$ cat config.mk
export PLATFORM = sky130hd
export DESIGN_NAME = keypad_event_queue
export DESIGN_NICKNAME = d
export VERILOG_FILES = /design/src/rtl/keypad_event_queue.sv
export SDC_FILE = /design/constraint.sdc
export NUM_CORES = 1
export LEC_CHECK = 0
export ABC_AREA = 1
export CAP_MARGIN = 20
export CELL_PAD_IN_SITES_DETAIL_PLACEMENT = 0
export CELL_PAD_IN_SITES_GLOBAL_PLACEMENT = 1
export CORE_UTILIZATION = 42
export DETAILED_ROUTE_END_ITERATION = 6
export GPL_ROUTABILITY_DRIVEN = 0
export PLACE_DENSITY_LB_ADDON = 0.1
export SLEW_MARGIN = 20
export SYNTH_ARGS = -nofsm -noshare
export SYNTH_HDL_FRONTEND = slang
export SYNTH_SLANG_ARGS = --single-unit
$ cat constraint.sdc
create_clock -name clk -period 3.7 [get_ports clk]
set_input_delay 0.925 -clock clk [delete_from_list [all_inputs] [get_ports clk]]
set_output_delay 0.925 -clock clk [all_outputs]
set_load 0.1 [all_outputs]
$ cat src/rtl/keypad_event_queue.sv
// keypad_event_queue
// Converts the debounced keypad scanner's key code into discrete key events
// (press, rollover and optional auto-repeat) and queues them in a small FIFO
// that the CPU drains through three word-aligned bus registers.
//
// Ports:
//   clk       system clock, all logic on posedge
//   resetn    asynchronous active-low reset
//   key_code  scanner key code, 0 = no key, ASCII in [7:0]
//   addr      byte address, [3:2] selects DATA / STATUS / CTRL / reserved
//   rd_en     bus read strobe (one cycle per access)
//   wr_en     bus write strobe (one cycle per access), wins over rd_en
//   wdata     bus write data
//   rdata     registered read data, held until the next read
//   irq       level interrupt: irq_en and queue non-empty, registered
module keypad_event_queue #(
   parameter int unsigned DEPTH        = 8,
   parameter logic [23:0] REPEAT_DELAY = 24'd500000,
   parameter logic [23:0] REPEAT_RATE  = 24'd100000
) (
   input  logic        clk,
   input  logic        resetn,
   input  logic [31:0] key_code,
   input  logic [3:0]  addr,
   input  logic        rd_en,
   input  logic        wr_en,
   input  logic [31:0] wdata,
   output logic [31:0] rdata,
   output logic        irq
);

   localparam int AW    = $clog2(DEPTH);
   localparam int CNT_W = AW + 1;
   localparam logic [23:0] DELAY_LAST = REPEAT_DELAY - 24'd1;
   localparam logic [23:0] RATE_LAST  = REPEAT_RATE - 24'd1;

   localparam logic [1:0] SEL_DATA   = 2'd0;
   localparam logic [1:0] SEL_STATUS = 2'd1;
   localparam logic [1:0] SEL_CTRL   = 2'd2;

   typedef enum logic [1:0] {S_IDLE, S_HELD, S_REPEAT} state_t;

   state_t            r_state;
   logic [31:0]       r_key;
   logic [7:0]        r_held;
   logic [23:0]       r_hold_cnt;
   logic [7:0]        r_mem [DEPTH];
   logic [AW-1:0]     r_wp;
   logic [AW-1:0]     r_rp;
   logic [CNT_W-1:0]  r_count;
   logic              r_overflow;
   logic              r_irq_en;
   logic              r_repeat_en;

   state_t            w_nstate;
   logic [7:0]        w_nheld;
   logic [23:0]       w_ncnt;
   logic              w_push;
   logic              w_key_nz;
   logic [1:0]        w_sel;
   logic              w_wr;
   logic              w_rd;
   logic              w_empty;
   logic              w_full;
   logic              w_flush;
   logic              w_pop;
   logic              w_do_push;
   logic              w_ovf_set;
   logic              w_ovf_clr;
   logic [31:0]       w_rdata;
   logic              w_unused;

   assign w_key_nz = |r_key;
   assign w_sel    = addr[3:2];
   assign w_wr     = wr_en;
   assign w_rd     = rd_en & ~wr_en;
   assign w_empty  = (r_count == '0);
   assign w_full   = (r_count == CNT_W'(DEPTH));
   assign w_unused = ^{addr[1:0], wdata[31:9], wdata[7:3]};

   // Press decoding runs on the registered key code. A rollover from REPEAT
   // goes back to HELD so the new key waits the full initial delay.
   always_comb begin
      w_nstate = r_state;
      w_nheld  = r_held;
      w_ncnt   = r_hold_cnt;
      w_push   = 1'b0;
      case (r_state)
         S_IDLE: begin
            if (w_key_nz) begin
               w_push   = 1'b1;
               w_nheld  = r_key[7:0];
               w_ncnt   = '0;
               w_nstate = S_HELD;
            end
         end
         default: begin
            if (!w_key_nz) begin
               w_nstate = S_IDLE;
               w_ncnt   = '0;
            end else if (r_key[7:0] != r_held) begin
               w_push   = 1'b1;
               w_nheld  = r_key[7:0];
               w_ncnt   = '0;
               w_nstate = S_HELD;
            end else if (!r_repeat_en) begin
               if (r_state == S_REPEAT) begin
                  w_nstate = S_HELD;
                  w_ncnt   = '0;
               end
            end else if (r_state == S_HELD) begin
               if (r_hold_cnt == DELAY_LAST) begin
                  w_push   = 1'b1;
                  w_ncnt   = '0;
                  w_nstate = S_REPEAT;
               end else begin
                  w_ncnt = r_hold_cnt + 24'd1;
               end
            end else begin
               if (r_hold_cnt == RATE_LAST) begin
                  w_push = 1'b1;
                  w_ncnt = '0;
               end else begin
                  w_ncnt = r_hold_cnt + 24'd1;
               end
            end
         end
      endcase
   end

   always_ff @(posedge clk or negedge resetn) begin
      if (!resetn) begin
         r_key      <= '0;
         r_state    <= S_IDLE;
         r_held     <= '0;
         r_hold_cnt <= '0;
      end else begin
         r_key      <= key_code;
         r_state    <= w_nstate;
         r_held     <= w_nheld;
         r_hold_cnt <= w_ncnt;
      end
   end

   // A pop frees a slot in the same cycle, so a push into a full queue
   // alongside a pop is kept. A flush discards any push in its cycle.
   assign w_flush   = w_wr & (w_sel == SEL_CTRL) & wdata[2];
   assign w_pop     = w_rd & (w_sel == SEL_DATA) & ~w_empty;
   assign w_do_push = w_push & ~w_flush & (~w_full | w_pop);
   assign w_ovf_set = w_push & ~w_flush & w_full & ~w_pop;
   assign w_ovf_clr = w_wr & (w_sel == SEL_STATUS) & wdata[8];

   always_ff @(posedge clk) begin
      if (w_do_push) begin
         r_mem[r_wp] <= r_held_next_code();
      end
   end

   function automatic logic [7:0] r_held_next_code();
      return w_nheld;
   endfunction

   always_ff @(posedge clk or negedge resetn) begin
      if (!resetn) begin
         r_wp       <= '0;
         r_rp       <= '0;
         r_count    <= '0;
         r_overflow <= 1'b0;
      end else begin
         if (w_flush) begin
            r_wp    <= '0;
            r_rp    <= '0;
            r_count <= '0;
         end else begin
            if (w_do_push) r_wp <= r_wp + 1'b1;
            if (w_pop)     r_rp <= r_rp + 1'b1;
            r_count <= r_count + {{AW{1'b0}}, w_do_push} - {{AW{1'b0}}, w_pop};
         end
         // Set beats clear when both happen together.
         if (w_ovf_set)      r_overflow <= 1'b1;
         else if (w_ovf_clr) r_overflow <= 1'b0;
      end
   end

   always_comb begin
      w_rdata = '0;
      case (w_sel)
         SEL_DATA:   w_rdata = w_empty ? 32'd0 : {24'd0, r_mem[r_rp]};
         SEL_STATUS: w_rdata = {8'd0, 8'(r_count), 7'd0, r_overflow, 6'd0, w_full, w_empty};
         SEL_CTRL:   w_rdata = {30'd0, r_repeat_en, r_irq_en};
         default:    w_rdata = '0;
      endcase
   end

   always_ff @(posedge clk or negedge resetn) begin
      if (!resetn) begin
         rdata       <= '0;
         irq         <= 1'b0;
         r_irq_en    <= 1'b0;
         r_repeat_en <= 1'b0;
      end else begin
         if (w_rd) rdata <= w_rdata;
         if (w_wr && (w_sel == SEL_CTRL)) begin
            r_irq_en    <= wdata[0];
            r_repeat_en <= wdata[1];
         end
         irq <= r_irq_en & ~w_empty;
      end
   end

endmodule

==> impl_metrics.ini <==
[power]
internal_power_mw = 3.50
p_per_area_mw_per_mm2 = 633
leakagePower_nw = 3.55
net-switching-power_mw = 1.79
switching_share = 0.339
combPwrFrac = 0.253
ir_drop_mv = 0.419
p_seq_frac = 0.432
clockPowerShare = 0.315

[logic_synthesis]
syn_inst = 703
ys_seq_area_frac = 0.606
yosysWarnings = 0
avgSynthCellArea_sq_um = 9.97
syn_area_sq_mm = 0.00701
synth_seq_cells = 157
synth.distinct_cells = 46

[critical_path]
worstPathRequired_ps = 4060
end_kind = flip-flop
start_kind = input pin
critical_path.cell_chain = clkdlybuf4s50_1, nand2_1, nor2_1, nand2_1, inv_1, nor2_1, nand3_4, clkinv_2, nand2_1, nand2_1, ha_1, inv_1, fa_1, or2_2, inv_1
crit_top_cell = nand2_1
path_delay_family = simple AND/OR/NAND/NOR gates
path_class = input pin to flip-flop
slowest_stage = clkdlybuf4s50_1
crit_buf_inv = 5
crit_arrival_ps = 3330
path_max_fanout = 5
max_stage_delay_ps = 500

[sta]
fin_worst_skew_ps = 9.28
fin_crit_ps = 2960
holdWs_ps = 482
finalCritPeriodShare = 0.801
relSlewSlack = 0.304
tns_ps = 0
setup_viol = 0
timing_hold_violations_final = 0
worst_pin_slew_ps = 1040
slew_violations = 0
rsz0062_at_grt = no
max_clock_freq_mhz = 337

[finish]
antenna_cells = 0
fin_nets = 857
final_cell_mix = nand2_1, nor2_1, dfrtp_1, inv_1, edfxtp_1
drive_gt1_frac = 0.103
final_common_cell = nand2_1
fin_area_sq_mm = 0.00837
syn2layout_area_growth_pct = 19.4

[drt]
wl_per_cell_um = 14.5
drt_pass1_iterations = 5
via_per_inst = 4.90
drc = 0
vias = 4928
wl_um = 14500
antenna_left = 0
dr.first_iter.drc_count = 251

[clock_network]
cts_tree = built
cts_max_level = 4
cts_root_buf = clkbuf_16
clk_latency_ps = 420
post_cts_buffers = 0
cts_sinks = 157
clockBufferDepth = 2
clkTransAtPathRegs_ps = 60
numCtsBuffers = 17
cts_hold_buf = 0
cts-resized-gates = 0

[floorplan]
ioPinCount = 105
die_area_sq_mm = 0.0172
fp-row-count = 46
core_sq_mm = 0.0161
start_util = 0.435
die_y_um = 131
die_x_um = 131

[global_routing]
grt_pass1_wl_um = 24500
grt_max_degree = 51
antenna_found_initial = 0
overflow = 0
grt_pass1_vias = 4905
gr-usage-all-layers = 0.182

[min_path]
hp-class = flip-flop to flip-flop

[placed_design]
placement.io_buffers = 55
post-dp-hpwl_um = 10200
placedInstanceArea_sq_mm = 0.00780

[run]
drv_cap = 0

[status]
status = finished, final reports clean
sequential cells by signal (all words and copies together) (netlist names):
name and cells:
irq 1, r_count 4, r_held 8, r_hold_cnt 24, r_irq_en 1, r_key 32
r_mem 64, r_overflow 1, r_repeat_en 1, r_rp 3, r_state 2, r_wp 3
rdata 13
tightest hold or removal path, cell delays in order, from the launching register on:
cell	delay, ps
dfrtp_1	340
nand2_1	50
nand2_1	60
path summary, 6_finish.rpt:
path                                    start              to  slack (ps)  cells after the start
worst max-delay path                  addr[3]      r_count[1]         740                     15
worst min-delay path                 rdata[8]        rdata[8]         480                      2
worst max register to register  r_hold_cnt[0]      r_count[1]         850                     17
worst min register to register       rdata[8]        rdata[8]         480                      2
max in group asynchronous              resetn       r_held[5]        2470                      2
min in group asynchronous              resetn  r_hold_cnt[13]         550                      1
final cells by class:
cell class              instances  area [sq um]
clock inverters                13           133
repair buffers                 71           673
clock buffers                  19           433
well taps                     216           270
flip-flops and latches        157          4250
inverters                      79           298
fillers                      1451          7740
multi-input cells             450          2310
power groups by stage:
stage	sequential [mW]	clock, mW	combinational (mW)
after CTS	2.29	1.71	1.36
after detailed placement	2.32	0	1.35
after floorplan	2.50	0	0.773
after global routing	2.32	1.78	1.47
final	2.29	1.67	1.34
after global placement	2.31	0	1.33
layer usage:
metal	wire length, um	part of all wire	global-route usage	up-vias
li1	-	-	-	2445
met1	6900	0.47	0.243	2373
met2	7000	0.48	0.296	99
met3	542	0.037	0.0444	11
met4	93	0.0064	0.0510	0
met5	0	0	0	-
cell families (layout without fill, tap and decap cells):
kind of cell,count (synthesis),count (layout),share of synthesized area
other,1,19,0.000535
DFF,157,157,0.606
buffers and inverters,114,182,0.0735
xor gates and xnor gates,10,10,0.0125
adders and majority gates,9,9,0.0171
and+or+nand+nor,294,294,0.187
muxes,2,2,0.00286
AOI/OAI and AO/OA,116,116,0.101
Yosys cell counts (all sizes together):
| cell | number | area (sq um) |
|---|---|---|
| a211oi | 1 | 7.51 |
| a21boi | 1 | 7.51 |
| a21o | 7 | 52.6 |
| a21oi | 16 | 80.1 |
| a22o | 1 | 8.76 |
| a31oi | 1 | 6.26 |
| buf | 22 | 169 |
| clkbuf | 13 | 48.8 |
| clkinv | 1 | 5.00 |
| conb | 1 | 3.75 |
| dfrtp | 93 | 2330 |
| edfxtp | 64 | 1920 |
| fa | 1 | 20.0 |
| ha | 8 | 100 |
| inv | 78 | 293 |
| mux2i | 2 | 20.0 |
| nand2 | 121 | 469 |
| nand3 | 18 | 113 |
| nand3b | 2 | 15.0 |
| nand4 | 9 | 56.3 |
| nor2 | 127 | 539 |
| nor3 | 11 | 70.1 |
| nor3b | 1 | 12.5 |
| nor4 | 3 | 18.8 |
| nor4b | 1 | 8.76 |
| o211ai | 2 | 15.0 |
| o21a | 2 | 15.0 |
| o21ai | 62 | 310 |
| o21bai | 3 | 33.8 |
| o221ai | 4 | 35.0 |
| o22ai | 2 | 12.5 |
| o32ai | 14 | 123 |
| or2 | 1 | 6.26 |
| xnor2 | 8 | 70.1 |
| xor2 | 2 | 17.5 |
stage by stage:
| stage | instances | power, mW | worst slack [ps] | utilization |
|---|---|---|---|---|
| 2_1_floorplan | 721 | 3.27 | 936 | - |
| 3_3_place_gp | 973 | 3.64 | 330 | 0.484 |
| 3_5_place_dp | 973 | 3.67 | 299 | 0.484 |
| 4_1_cts | 1005 | 5.35 | 723 | 0.519 |
| 5_1_grt | 1005 | 5.57 | 524 | 0.519 |
| 6_report | 1005 | 5.30 | 736 | 0.519 |
Note: power is estimated with default switching activity, not from simulation.
